==> src/rtl/bp_pkg.sv <==
// Shared types and counter encodings for the BTB branch predictor.
package bp_pkg;

  typedef enum logic [1:0] {
    BR   = 2'd0,
    JMP  = 2'd1,
    CALL = 2'd2,
    RET  = 2'd3
  } br_type_e;

  localparam logic [1:0] CTR_SNT = 2'b00;
  localparam logic [1:0] CTR_WNT = 2'b01;
  localparam logic [1:0] CTR_WT  = 2'b10;
  localparam logic [1:0] CTR_ST  = 2'b11;

  // Saturating 2-bit direction counter step.
  function automatic logic [1:0] ctr_next(input logic [1:0] ctr, input logic taken);
    if (taken) return (ctr == CTR_ST) ? CTR_ST : ctr + 2'd1;
    else       return (ctr == CTR_SNT) ? CTR_SNT : ctr - 2'd1;
  endfunction

endpackage

==> src/rtl/bp_ras.sv <==
// Circular return-address stack: push when full overwrites the oldest entry,
// pop when empty does nothing.
module bp_ras
  import bp_pkg::*;
#(
  parameter int unsigned RAS_DEPTH = 4,
  parameter int unsigned PC_W      = 32
) (
  input  logic            clk_i,
  input  logic            rst_i,
  input  logic            push_i,
  input  logic            pop_i,
  input  logic [PC_W-1:0] push_data_i,
  output logic [PC_W-1:0] top_o,
  output logic            empty_o
);

  localparam int unsigned PTR_W = $clog2(RAS_DEPTH);
  localparam int unsigned CNT_W = PTR_W + 1;

  logic [PC_W-1:0]  stack_q [RAS_DEPTH];
  logic [PTR_W-1:0] ptr_q;
  logic [CNT_W-1:0] cnt_q;
  logic [PTR_W-1:0] top_idx;

  // ptr_q is the next write slot; the top is the slot just below it.
  assign top_idx = ptr_q - PTR_W'(1);
  assign top_o   = stack_q[top_idx];
  assign empty_o = (cnt_q == '0);

  always_ff @(posedge clk_i) begin
    if (rst_i) begin
      ptr_q <= '0;
      cnt_q <= '0;
      for (int i = 0; i < int'(RAS_DEPTH); i++) stack_q[i] <= '0;
    end else if (push_i) begin
      stack_q[ptr_q] <= push_data_i;
      ptr_q          <= ptr_q + PTR_W'(1);
      if (cnt_q != CNT_W'(RAS_DEPTH)) cnt_q <= cnt_q + CNT_W'(1);
    end else if (pop_i && !empty_o) begin
      ptr_q <= top_idx;
      cnt_q <= cnt_q - CNT_W'(1);
    end
  end

endmodule

==> src/rtl/branch_predictor_btb.sv <==
// Direct-mapped BTB with 2-bit direction counters, mispredict redirect and
// saturating performance counters. Return-address stack enabled by BP_RAS_EN.
module branch_predictor_btb
  import bp_pkg::*;
#(
  parameter int unsigned ENTRIES   = 16,
  parameter int unsigned PC_W      = 32,
  parameter int unsigned RAS_DEPTH = 4
) (
  input  logic            clk_i,
  input  logic            rst_i,
  input  logic [PC_W-1:0] pc_i,
  output logic            hit_o,
  output logic            pred_taken_o,
  output logic [PC_W-1:0] predicted_pc_o,
  input  logic            update_valid_i,
  input  logic [PC_W-1:0] update_pc_i,
  input  logic [1:0]      update_type_i,
  input  logic            update_taken_i,
  input  logic [PC_W-1:0] update_target_i,
  input  logic            ex_pred_taken_i,
  input  logic [PC_W-1:0] ex_pred_pc_i,
  output logic            mispredict_o,
  output logic [PC_W-1:0] redirect_pc_o,
  output logic [31:0]     no_branch_o,
  output logic [31:0]     no_mispredict_o
);

  localparam int unsigned IDX_W = $clog2(ENTRIES);
  localparam int unsigned TAG_W = PC_W - IDX_W - 2;

  if (ENTRIES < 2 || (ENTRIES & (ENTRIES - 1)) != 0 ||
      RAS_DEPTH < 2 || (RAS_DEPTH & (RAS_DEPTH - 1)) != 0) begin : g_bad_cfg
    $error("branch_predictor_btb: ENTRIES and RAS_DEPTH must be powers of two >= 2");
  end

  logic [ENTRIES-1:0] valid_q;
  logic [TAG_W-1:0]   tag_q    [ENTRIES];
  logic [PC_W-1:0]    target_q [ENTRIES];
  br_type_e           type_q   [ENTRIES];
  logic [1:0]         ctr_q    [ENTRIES];
  logic [31:0]        no_branch_q;
  logic [31:0]        no_mispredict_q;

  logic [IDX_W-1:0] lk_idx;
  logic [TAG_W-1:0] lk_tag;
  logic [PC_W-1:0]  lk_target;
  logic [IDX_W-1:0] up_idx;
  logic [TAG_W-1:0] up_tag;
  logic             up_hit;
  br_type_e         up_type;
  logic [PC_W-1:0]  up_pc_plus4;

  assign lk_idx      = pc_i[IDX_W+1:2];
  assign lk_tag      = pc_i[PC_W-1:IDX_W+2];
  assign up_idx      = update_pc_i[IDX_W+1:2];
  assign up_tag      = update_pc_i[PC_W-1:IDX_W+2];
  assign up_type     = br_type_e'(update_type_i);
  assign up_hit      = valid_q[up_idx] && (tag_q[up_idx] == up_tag);
  assign up_pc_plus4 = update_pc_i + PC_W'(4);

`ifdef BP_RAS_EN
  logic [PC_W-1:0] ras_top;
  logic            ras_empty;

  bp_ras #(
    .RAS_DEPTH (RAS_DEPTH),
    .PC_W      (PC_W)
  ) u_ras (
    .clk_i       (clk_i),
    .rst_i       (rst_i),
    .push_i      (update_valid_i && up_type == CALL),
    .pop_i       (update_valid_i && up_type == RET),
    .push_data_i (up_pc_plus4),
    .top_o       (ras_top),
    .empty_o     (ras_empty)
  );

  // A RET entry follows the stack while it holds anything.
  assign lk_target = (type_q[lk_idx] == RET && !ras_empty) ? ras_top : target_q[lk_idx];
`else
  assign lk_target = target_q[lk_idx];
`endif

  // Fetch-side lookup; no bypass from a same-cycle update.
  always_comb begin
    hit_o          = valid_q[lk_idx] && (tag_q[lk_idx] == lk_tag);
    pred_taken_o   = hit_o && (ctr_q[lk_idx][1] || type_q[lk_idx] != BR);
    predicted_pc_o = pred_taken_o ? lk_target : pc_i + PC_W'(4);
  end

  // EX-side resolution check.
  always_comb begin
    mispredict_o  = update_valid_i &&
                    ((update_taken_i != ex_pred_taken_i) ||
                     (update_taken_i && update_target_i != ex_pred_pc_i));
    redirect_pc_o = '0;
    if (update_valid_i) redirect_pc_o = update_taken_i ? update_target_i : up_pc_plus4;
  end

  // Training: hits adapt in place, taken misses allocate, not-taken misses are dropped.
  always_ff @(posedge clk_i) begin
    if (rst_i) begin
      valid_q <= '0;
      for (int i = 0; i < int'(ENTRIES); i++) begin
        tag_q[i]    <= '0;
        target_q[i] <= '0;
        type_q[i]   <= BR;
        ctr_q[i]    <= CTR_WNT;
      end
    end else if (update_valid_i) begin
      if (up_hit) begin
        ctr_q[up_idx]  <= (up_type == BR) ? ctr_next(ctr_q[up_idx], update_taken_i) : CTR_ST;
        type_q[up_idx] <= up_type;
        if (update_taken_i) target_q[up_idx] <= update_target_i;
      end else if (update_taken_i) begin
        valid_q[up_idx]  <= 1'b1;
        tag_q[up_idx]    <= up_tag;
        target_q[up_idx] <= update_target_i;
        type_q[up_idx]   <= up_type;
        ctr_q[up_idx]    <= (up_type == BR) ? CTR_WT : CTR_ST;
      end
    end
  end

  // Saturating performance counters.
  always_ff @(posedge clk_i) begin
    if (rst_i) begin
      no_branch_q     <= '0;
      no_mispredict_q <= '0;
    end else begin
      if (update_valid_i && no_branch_q != '1) no_branch_q <= no_branch_q + 32'd1;
      if (mispredict_o && no_mispredict_q != '1) no_mispredict_q <= no_mispredict_q + 32'd1;
    end
  end

  assign no_branch_o     = no_branch_q;
  assign no_mispredict_o = no_mispredict_q;

endmodule
==> config.mk <==
export PLATFORM = sky130hd
export DESIGN_NAME = branch_predictor_btb
export DESIGN_NICKNAME = d
export VERILOG_FILES = /design/src/rtl/bp_pkg.sv /design/src/rtl/bp_ras.sv /design/src/rtl/branch_predictor_btb.sv
export SDC_FILE = /design/constraint.sdc
export NUM_CORES = 2
export LEC_CHECK = 0
export ABC_AREA = 1
export BUFFER_PORTS_ARGS = -buffer_cell sky130_fd_sc_hd__buf_2
export CORE_ASPECT_RATIO = 1.2
export CORE_UTILIZATION = 56
export DETAILED_ROUTE_END_ITERATION = 8
export PLACE_DENSITY_LB_ADDON = 0.05
export SLEW_MARGIN = 20
export SYNTH_ARGS = -nofsm -noshare
export SYNTH_HDL_FRONTEND = slang
export SYNTH_SLANG_ARGS = --single-unit
==> constraint.sdc <==
create_clock -name clk_i -period 4.9 [get_ports clk_i]
set_input_delay 0.98 -clock clk_i [delete_from_list [all_inputs] [get_ports clk_i]]
set_output_delay 0.98 -clock clk_i [all_outputs]
set_load 0.05 [all_outputs]
## Word level (Yosys, flattened, before mapping)

Memory sizes are Yosys's and may differ from the RTL's.
Index checks and enable logic that the tools add are counted.

| word-level totals | value |
|---|---|
| memories kept | 4 |
| logic and storage cells | 93 |
| RAM bits | 992 |
| register bits | 80 |
| bits of input ports | 135 |
| output and inout bits | 131 |

Memories:

| name | words | width | read ports | clocked after Yosys merged registers in | write ports | RTL line | RTL |
|---|---|---|---|---|---|---|---|
| target_q | 16 | 32 | 1 | 0 | 16 | branch_predictor_btb.sv:39 | `logic [PC_W-1:0] target_q [ENTRIES];` |
| tag_q | 16 | 26 | 2 | 0 | 16 | branch_predictor_btb.sv:38 | `logic [TAG_W-1:0] tag_q [ENTRIES];` |
| ctr_q | 16 | 2 | 2 | 0 | 16 | branch_predictor_btb.sv:41 | `logic [1:0] ctr_q [ENTRIES];` |
| type_q | 16 | 2 | 1 | 0 | 16 | branch_predictor_btb.sv:40 | `br_type_e type_q [ENTRIES];` |

| operators by class | value |
|---|---|
| reduce and logical (&&, ||, !) cells | 18 |
| equal/unequal tests | 7 |
| bitwise operators | 5 |
| muxes and demuxes | 47 |
| $add $sub $neg | 6 |
| magnitude comparators | 3 |

Operator list:

| cell | count |
|---|---|
| 2-to-1 mux 32 bit | 5 |
| adder 32 x 1 -> 32 bit (second input constant) | 2 |
| adder 32 x 3 -> 32 bit (second input constant) | 2 |
| != test 32 bit (second input constant) | 2 |
| equality test 26 bit | 2 |
| != test 32 bit | 1 |
| OR reduction 32 bit | 1 |
| 2-to-1 mux 26 bit | 1 |
| OR reduction 26 bit | 1 |
| 2-to-1 mux 1 bit | 23 |
| 2-to-1 mux 2 bit | 11 |
| 2-to-1 mux 4 bit | 4 |
| bitwise OR 16 bit | 1 |
| < comparator 4 x 5 -> 1 bit (second input constant) | 2 |
| binary-select mux 1 bit (select 4 bit) | 2 |
| logical AND 1 bit | 8 |
| demux 1 bit (select 4 bit) | 1 |
| >= comparator 4 x 1 -> 1 bit (second input constant) | 1 |
| logical NOT 2 bit | 2 |
| OR reduction 2 bit | 2 |
| bitwise OR 1 bit | 3 |
| AND reduction 3 bit | 1 |
| adder 2 x 1 -> 2 bit (second input constant) | 1 |
| equality test 2 bit (second input constant) | 1 |
| 5 further kinds | 6 |

## Depth between registers and ports, before layout

| depth | value |
|---|---|
| depth in word-level cells | 10 |
| gate-level depth with buffers | 22 |
| gate-level depth less buffers | 19 |

## Worst setup path after synthesis

Ideal clock, no wire load.

| timing path | value |
|---|---|
| path kind | input to output |
| start point | input port pc_i[2] |
| end point | output port predicted_pc_o[0] |
| setup slack | 0.118 ns |
| cell stages on the path | 16 |
| buffers on the path | 5 |
| data required time | 3.920 ns |
| data arrival time | 3.802 ns |
| path through | buf_2 > buf_2 > buf_2 > buf_2 > o21ai_0 > nand3_1 > nand3_1 > nand2_1 > nand2_1 > nand2_1 > nor2_1 > nand4_1 > nor2_1 > nand3_1 > clkbuf_1 > o21ai_0 |

| on the way | value |
|---|---|
| word-level cells in the longest chain between the ends | 5 |
| elaborated cells on any way between the ends | 12 |
| classes of those cells | eq/ne (1); mux (3); reduce/logical (4); memory (4) |

Ends and longest elaborated chain:

| what | RTL line | RTL |
|---|---|---|
| from (decl) | branch_predictor_btb.sv:12 | `input logic [PC_W-1:0] pc_i,` |
| memory read (16 x 26 bit), or another cell as far along | - |  |
| equality test 26 bit, or another cell as far along | branch_predictor_btb.sv:87 | `hit_o = valid_q[lk_idx] && (tag_q[lk_idx] == lk_tag);` |
| logical AND 1 bit / logical OR 1 bit (equally long branches) | branch_predictor_btb.sv:87, branch_predictor_btb.sv:88 |  |
| logical AND 1 bit | branch_predictor_btb.sv:88 | `pred_taken_o = hit_o && (ctr_q[lk_idx][1] \|\| type_q[lk_idx] != BR);` |
| 2-to-1 mux 32 bit * | branch_predictor_btb.sv:89 | `predicted_pc_o = pred_taken_o ? lk_target : pc_i + PC_W'(4);` |
| to (decl) | branch_predictor_btb.sv:15 | `output logic [PC_W-1:0] predicted_pc_o,` |

Mark *: on every way between the ends. The rest lies on a longest branch, timed or not. The select of a mux whose other input is x is not followed.

## Worst setup path after layout

| timing path | value |
|---|---|
| start point | input port pc_i[2] |
| end point | output port predicted_pc_o[4] |

The elaborated chain is that of the path after synthesis.

==> results.py <==
metrics = {
    "outcome": {
        "status": "finished clean",
    },
    "synth": {
        "synth_edf_count": 992,
        "synth_top_area_share_pct": 52.2,
        "syn_area_um2": 57100,
        "synth_cell_types": 53,
        "synth_xor_area_share_pct": 1.33,
        "syn_avg_cell_area_um2": 8.39,
        "synth_most_common_cell": "nor2_1",
        "synth_area_leaders": "edfxtp_1, nor2_1, nand2_1",
        "synth_top_area_cell": "edfxtp_1",
        "synth_warnings": 0,
        "synth_mux_area_share_pct": 0,
        "ys_top_cells_by_count": "nor2_1, nand2_1, edfxtp_1",
        "synthFlopType": "edfxtp_1",
        "synth-compound-area-share_pct": 11.1,
        "synth_seq_cells": 1072,
        "synthSimpleGateAreaFrac_pct": 24.1,
        "mappedNetlistNets": 6949,
        "synth_adder_area_share_pct": 0.153,
        "ys_seq_area_share_pct": 55.0,
        "async_flop_share_pct": 0,
        "synth_top_family_by_area": "simple AND/OR/NAND/NOR gates",
        "syn_inst": 6807,
    },
    "worst_setup_path": {
        "endpoint": "predicted_pc_o[4]",
        "cp-end-kind": "output pin",
        "reg2reg_to": "tag_q[10][25]",
        "startpoint": "pc_i[2]",
        "crit_type": "in -> out",
        "cp-start-kind": "input port",
        "critical_path_arrival_ns": 3.83,
        "worstPathRequired_ns": 3.92,
        "cp_max_fo": 29,
        "reg2reg_depth": 19,
        "r2r_slack_ns": 1.61,
        "reg2reg_from": "tag_q[11][23]",
    },
    "placement": {
        "pre_cts_ws_ns": -0.00947,
        "gp_congestion": 1.02,
        "placed_area_um2": 61200,
        "portBuffers": 265,
        "dp_hpwl_um": 141000,
    },
    "clocking": {
        "cts_sinks": 1072,
        "clk_latency_ns": 0.76,
        "cts_max_level": 3,
        "cts_buffer_depth": 3,
        "numCtsBuffers": 106,
        "cts_root_buf": "clkbuf_16",
        "cts_tree": "yes",
        "path_clk_slew_ns": 0.06,
    },
    "grt": {
        "top_usage_layer": "met2",
        "grt_max_degree": 139,
        "grt_pass1_vias": 47300,
        "grt.total_usage_pct": 41.7,
        "globalRouteMet2Util_pct": 67.1,
        "grt_pass1_wl_um": 312000,
        "use_met1_pct": 51.1,
        "grt_overflow": 0,
        "antenna_found_initial": 12,
        "grt_use_met3_pct": 9.93,
    },
    "route": {
        "drtPass1Iterations": 9,
        "remaining_drc_errors": 0,
        "post_drt_via_cell_ratio": 6.09,
        "vias": 51500,
        "drt_iter0_markers": 7286,
        "antenna_left": 0,
        "routed_wirelength_um": 221000,
        "wl_per_cell_um": 26.1,
    },
    "cells_and_area": {
        "n_fill_cell": 8631,
        "post-route-util_pct": 64.8,
        "area.growth.synth_to_final_pct": 13.9,
        "fin_nets": 7161,
        "drive_above_1_share_pct": 11.5,
        "final_area_um2": 65000,
    },
    "pwr": {
        "p_leak_nw": 27.2,
        "vdd_drop_max_mv": 0.343,
        "power.density_nw_per_um2": 338,
        "fin_total_pwr_mw": 22.0,
    },
    "floorplan": {
        "die_x_um": 293,
        "core_area_um2": 100000,
        "dieHeight_um": 352,
        "num_io_pins": 266,
        "die-area_um2": 103000,
        "start_util_pct": 56.8,
        "fp-row-count": 127,
    },
    "sta": {
        "post-route-period-util_pct": 98.1,
        "skew_ns": 0.0376,
        "fmax_mhz": 208,
        "slew_violations": 0,
        "slew_headroom_pct": 31.8,
        "setup_slack_ns": 0.0939,
        "hold_viol": 0,
        "worstMarginPinSlew_ns": 1.02,
        "setup-violations-final": 0,
        "period_minus_slack_ns": 4.81,
    },
    "min_path": {
        "worstHoldPathType": "reg -> reg",
        "holdPathStages": 2,
    },
    "flow_run": {
        "max_cap_viol_count": 0,
    },
}
## power by group
part	total [mW]	internal, mW	switching (mW)
sequential	10.6	10.4	0.150
clock	8.48	4.77	3.70
combinational	2.95	0.792	2.16
total	22.0	16.0	6.01
## repair_timing
action,4_1_cts,5_1_grt
gates resized for setup,1,51
gates cloned,0,5
hold buffers,0,0
setup endpoints to repair,1,33
setup buffers,0,5
## routing by layer
| metal | wire length, um | vias to the layer above |
|---|---|---|
| met3 | 27200 | 780 |
| met2 | 101000 | 3568 |
| met1 | 77300 | 24200 |
| met4 | 15300 | 10 |
| li1 | - | 23000 |
| met5 | 63 | - |
## sequential cells by signal, summed over array words and instances, names as in the netlist
| signal | count |
|---|---|
| tag_q | 416 |
| ctr_q | 32 |
| target_q | 512 |
| no_branch_o | 32 |
| valid_q | 16 |
| type_q | 32 |
| no_mispredict_o | 32 |
## layout make-up
cell class	count	area [um2]	share of cell area, %
sequential	1072	31400	48.3
multi-input combinational	4622	21100	32.4
timing repair buffer	576	4870	7.49
clock buffer	124	2760	4.25
inverter	640	2450	3.76
tap	1354	1690	2.61
clock inverter	67	759	1.17
antenna	9	22.5	0.0346
timing repair inverter	1	11.3	0.0173
## cell families after synthesis
family,count (synthesis)
adder cells (fa/ha/maj),7
AO/OA/AOI/OAI,1101
XOR/XNOR,87
buffers and inverters,1113
flip-flops,1072
AND/OR/NAND/NOR,3427
## worst max-delay path: stages
cell and delay (ns):
buf_16 0.15, buf_16 0.18, buf_12 0.16, a21oi_1 0.15, o21ai_0 0.10, nand2_1 0.08
nand2_1 0.05, nand2_1 0.17, inv_1 0.08, nand2_1 0.09, nand2_1 0.06, nand2_1 0.06
nand2_1 0.06, nor2_2 0.20, nand2_1 0.08, nor2_1 0.15, nand3_2 0.16, buf_12 0.20
o21ai_0 0.25, nand2_1 0.12, buf_2 0.24
## through the flow
stage	hold WS [ns]	cells	setup TNS (ns)
5_1_grt	0.477	8459	-0.0201
4_1_cts	0.464	8446	0
3_3_place_gp	0.450	8255	0
6_report	0.465	8465	0
3_5_place_dp	0.453	8255	-0.00947
2_1_floorplan	0.437	6807	0
## layout by cell type (no fill, tap or decap), drive strengths merged, types with 2 or more instances in the layout
cell,Yosys,layout
nor2,1537,1537
inv,590,592
dfxtp,80,80
o211ai,113,113
o211a,6,6
xor2,77,77
a21oi,247,247
clkinvlp,0,4
o311ai,2,2
o21a,5,5
a31oi,13,13
nand3b,3,3
edfxtp,992,992
xnor2,10,10
a32o,14,14
a211oi,4,4
ha,7,7
o221ai,43,43
a221oi,15,15
o22ai,89,89
nand4,29,29
nand2,1424,1424
and2,2,2
clkbuf,265,136
o21ai,543,543
diode,0,9
nand3,343,343
buf,208,564
clkinv,50,98
o41ai,4,4
nor3,55,55
bufinv,0,14
and3,2,2
or2,3,3
nor4,27,27
## worst min path at each step
stage / startpoint / to / slack, ns
after floorplan: valid_q[0] / valid_q[0] / 0.44
after global placement: valid_q[8] / valid_q[8] / 0.45
after detailed placement: valid_q[0] / valid_q[0] / 0.45
after CTS: valid_q[0] / valid_q[0] / 0.46
after global routing: valid_q[0] / valid_q[0] / 0.48
final: valid_q[4] / valid_q[4] / 0.47
(Power assumes the default switching activity.)
